<file path="src/rtl/mux_rr_arbiter.sv">
// Round-robin arbiter that owns the select input of a NUM_LEVELS-deep mux tree.
// A grant is held while its requester keeps asking, for at most BURST cycles.
module mux_rr_arbiter #(
   parameter int NUM_LEVELS = 5,
   parameter int WIDTH      = 2**(NUM_LEVELS-1),
   parameter int BURST      = 4
) (
   input  logic                    clk,
   input  logic                    rst,
   input  logic [WIDTH-1:0]        req,
   output logic [NUM_LEVELS-2:0]   sel,
   output logic [WIDTH-1:0]        grant,
   output logic                    valid
);

   localparam int SW = NUM_LEVELS - 1;
   localparam int CW = $clog2(BURST + 1);
   localparam logic [SW:0]   WIDTH_W = (SW+1)'(WIDTH);
   localparam logic [CW-1:0] BURST_C = CW'(BURST);

   typedef enum logic {IDLE, GRANT} state_t;

   state_t          state_reg;
   logic [SW-1:0]   ptr_reg;
   logic [CW-1:0]   cnt_reg;

   logic [SW-1:0]   next_ptr;
   logic [SW-1:0]   arb_ptr;
   logic [WIDTH-1:0] rot_req;
   logic [SW-1:0]   rot_idx [WIDTH];
   logic            win_found;
   logic [SW-1:0]   win_idx;
   logic            rel;

   // On release the search restarts just past the current owner, in the same edge.
   assign next_ptr = (sel == SW'(WIDTH - 1)) ? '0 : sel + SW'(1);
   assign arb_ptr  = (state_reg == GRANT) ? next_ptr : ptr_reg;
   assign rel      = !req[sel] || (cnt_reg == BURST_C);

   genvar gi;
   generate
      for (gi = 0; gi < WIDTH; gi++) begin : g_rot
         logic [SW:0] sum;
         assign sum          = {1'b0, arb_ptr} + (SW+1)'(gi);
         assign rot_idx[gi]  = (sum >= WIDTH_W) ? SW'(sum - WIDTH_W) : SW'(sum);
         assign rot_req[gi]  = req[rot_idx[gi]];
      end
   endgenerate

   // Lowest rotated offset wins, i.e. first requester at or after arb_ptr.
   always_comb begin
      win_found = 1'b0;
      win_idx   = '0;
      for (int i = WIDTH - 1; i >= 0; i--) begin
         if (rot_req[i]) begin
            win_found = 1'b1;
            win_idx   = rot_idx[i];
         end
      end
   end

   always_ff @(posedge clk or posedge rst) begin
      if (rst) begin
         state_reg <= IDLE;
         sel       <= '0;
         grant     <= '0;
         valid     <= 1'b0;
         ptr_reg   <= '0;
         cnt_reg   <= '0;
      end else begin
         case (state_reg)
            IDLE: begin
               if (win_found) begin
                  state_reg <= GRANT;
                  sel       <= win_idx;
                  grant     <= WIDTH'(1) << win_idx;
                  valid     <= 1'b1;
                  cnt_reg   <= CW'(1);
               end
            end
            GRANT: begin
               if (!rel) begin
                  cnt_reg <= cnt_reg + CW'(1);
               end else begin
                  ptr_reg <= next_ptr;
                  if (win_found) begin
                     sel     <= win_idx;
                     grant   <= WIDTH'(1) << win_idx;
                     cnt_reg <= CW'(1);
                  end else begin
                     state_reg <= IDLE;
                     grant     <= '0;
                     valid     <= 1'b0;
                     cnt_reg   <= '0;
                  end
               end
            end
            default: begin
               state_reg <= IDLE;
               grant     <= '0;
               valid     <= 1'b0;
            end
         endcase
      end
   end

endmodule

</file>
<file path="config.mk">
export PLATFORM = sky130hd
export DESIGN_NAME = mux_rr_arbiter
export DESIGN_NICKNAME = d
export VERILOG_FILES = /design/src/rtl/mux_rr_arbiter.sv
export SDC_FILE = /design/constraint.sdc
export NUM_CORES = 1
export LEC_CHECK = 0
export BUFFER_PORTS_ARGS = -buffer_cell sky130_fd_sc_hd__buf_4
export CAP_MARGIN = 20
export CORE_MARGIN = 5
export CORE_UTILIZATION = 25
export CTS_CLUSTER_SIZE = 10
export DETAILED_ROUTE_END_ITERATION = 8
export PLACE_DENSITY = 0.5
export SYNTH_ARGS = -nofsm -noshare
export SYNTH_HDL_FRONTEND = slang
export SYNTH_SLANG_ARGS = --single-unit
</file>
<file path="constraint.sdc">
create_clock -name clk -period 12.9 [get_ports clk]
set_clock_uncertainty 0.1 [all_clocks]
set_input_delay 1.935 -clock clk [delete_from_list [all_inputs] [get_ports clk]]
set_output_delay 1.935 -clock clk [all_outputs]
set_load 0.01 [all_outputs]
</file>
==> metrics.txt <==
critical path type flip-flop to flip-flop; largest net degree at the start of global routing 27; syn_area_per_cell between 9 and 10 sq um; cell area after synthesis a little under 0.004 sq mm; via count 3601; total gr overflow 0; maxcap violations 0; Vias/cell approximately 5.7; clock latency on the worst-skew pair 0.27 ns; Core Region 0.0152 sq mm; CTS Buf Count 5; Ports 39; slowest stage cell, crit path dfrtp_1; IO buf count 38; Yosys warning total 0; DRC violations left 0; Critical Path AT 5.74 ns; gr usage total ~14%; total negative slack 0 ns; synthesis-to-finish area growth 15.1%; chip height 135 microns; worst-path maximum fanout 17; status finished clean; final period utilization around 44%; H-Tree Depth 2; Post-synth EDFFs 0; max FFs per register 16; post_cts resized 0; #FFs+latches synth 29; CTS tree built; first-pass detailed-route iteration total 5; worst path buffer plus inverter count 2; antenna violations before repair 0; Die Width roughly 130 microns; Crit path largest cell delay 0.64 ns; clock slew at reported path FFs ~0.050 ns; Fmax ~0.18 GHz; clk sink count 29; Hold Vio Cnt, Final 0; DR WL/cell 20.3 microns; die area approximately 0.018 sq mm; GPL Wtd Cong between 0.9 and 1; Seq/Total Area, Yosys between 10% and 20%; final number of setup-violating endpoints 0; Setup Fix Bufs, Post-CTS 0; Async S/R FF share, synth 100%; Routed Wire Length approximately 13 mm; Top FF cell, synth dfrtp_1; Max-slew headroom 41.2%; Hold Path Class flip-flop to flip-flop; number of global-route vias before repair between 3000 and 4000; CP required between 10 and 15 ns; endpoint class of the critical path flip-flop; Final Max Tran Viols 0; fraction of layout instances using a drive strength above 1 between 20% and 30%; clock buffer depth 2; hold_buf cts 0; Unique masters post-synth 76; CP Launch Type flip-flop; DRT antenna net count 0; CP delay by family, top multiplexers; num rows between 40 and 50; Initial Util approximately a quarter; NumNets Final about 470; Post-Synthesis Net Count ~450; Slew @ Worst Pin 0.864 ns; Post-Synthesis Cells between 400 and 500; Detail Placement HPWL ~10 mm; Crit path top cell by count ha_1; RSZ-0062 raised after global routing no; diode count 0; Final min period approximately 5.7 ns; first-pass GRT wire length between 20 and 25 mm; CP Cell Sequence ha_1, a31oi_2, a21oi_4, ha_1, inv_1, mux4_1, mux2i_1, mux2i_2, or4_4, or3_1, inv_1, ha_1, nand2_1, o21ai_0, a21oi_1, a22oi_1; Root Buffer clkbuf_16; DRT iter0 DRCs between 300 and 400
cells in the final DEF, fill, tap and decap left out, types with 3 or more instances in the layout:
cell and n:
nand2_1 49, mux2i_1 40, buf_4 39, dfrtp_1 29
nor2_1 23, mux2_2 16, a21oi_1 15, mux4_2 14
o21ai_1 13, inv_1 12, nand3_1 12, xnor2_1 11
ha_1 11, o21ai_0 10, a31oi_1 10, mux2i_2 8
nor3_1 8, o211ai_1 7, o22ai_1 6, a221oi_1 5
nor3b_1 5, nand2b_1 5, clkbuf_16 5, mux2i_4 4
nor2b_1 4, mux4_1 4, or3_1 4, a211oi_1 4
nand4b_1 3, o21a_1 3, o31ai_1 3
kinds of logic (layout without fill, tap and decap cells):
group           count (synthesis)  in the layout  synth area share (%)
flops                          29             29                  18.7
mux                            89             89                  32.0
compound gates                107            107                  19.4
buf+inv                        34             64                  4.84
xor+xnor                       14             14                  3.55
simple gates                  132            132                  18.0
fa+ha+maj                      11             11                  3.55
final timing paths:
| kind | start | to | slack [ns] | cells after the start |
|---|---|---|---|---|
| worst max-delay path | sel[0]$_DFFE_PP0P_ | cnt_reg[0]$_DFFE_PP0P_ | 7.24 | 16 |
| worst min-delay path | grant[6]$_DFFE_PP0P_ | grant[6]$_DFFE_PP0P_ | 0.38 | 2 |
| worst max register to register | sel[0]$_DFFE_PP0P_ | cnt_reg[0]$_DFFE_PP0P_ | 7.24 | 16 |
| worst min register to register | grant[6]$_DFFE_PP0P_ | grant[6]$_DFFE_PP0P_ | 0.38 | 2 |
| max in group asynchronous | rst | grant[11]$_DFFE_PP0P_ | 10.48 | 3 |
| min in group asynchronous | rst | sel[3]$_DFFE_PP0P_ | 1.69 | 2 |
cell type report:
cell class	count	area, sq um
clock buffer	7	153
clock inverter	1	5.00
fill	1629	10700
inverter	16	65.1
multi-input combinational	353	2970
sequential	29	726
tap	188	235
timing repair buffer	40	308
per-layer routing:
layer	track usage [%]	wire, microns	vias to the layer above
li1	-	-	1674
met1	20.4	6160	1798
met2	23.0	5810	113
met3	1.71	638	16
met4	3.56	238	0
met5	0	0	-
tightest hold or removal path: stages (launching register included):
cell and delay, ns:
dfrtp_1 0.34, nand2_1 0.05, o21ai_1 0.06
cell usage after synthesis (5+ instances only):
library cell / instances / share of area, %
ha_1: 11 / 3.6
nor3b_1: 5 / 0.97
nor3_1: 8 / 1.0
mux2i_2: 8 / 2.8
nand2b_1: 5 / 0.81
nand3_1: 12 / 1.5
a31oi_1: 11 / 1.8
mux2i_1: 40 / 10
o21ai_1: 13 / 1.7
mux4_2: 14 / 8.1
buf_2: 8 / 1.0
dfrtp_1: 29 / 19
buf_6: 6 / 1.7
a221oi_1: 5 / 1.1
inv_1: 12 / 1.2
o22ai_1: 6 / 0.97
a21oi_1: 15 / 1.9
nor2_1: 23 / 2.2
xnor2_1: 11 / 2.5
o21ai_0: 10 / 1.3
o211ai_1: 7 / 1.4
mux2_2: 16 / 4.6
nand2_1: 49 / 4.7
through the flow:
| stage | area [sq um] | utilization, % | setup slack, ns | hold WS [ns] | cells |
|---|---|---|---|---|---|
| 3_3_place_gp | 4290 | 28.2 | 7.38 | 0.376 | 625 |
| 3_5_place_dp | 4300 | 28.3 | 7.30 | 0.373 | 626 |
| 6_report | 4460 | 29.3 | 7.24 | 0.381 | 634 |
| 2_1_floorplan | 3870 | - | 8.28 | 0.373 | 416 |
| 4_1_cts | 4460 | 29.3 | 7.28 | 0.392 | 634 |
| 5_1_grt | 4460 | 29.3 | 6.88 | 0.423 | 634 |
Power is not shown: default switching activity piles up to over one toggle a cycle in this logic, so the estimate is an artifact.
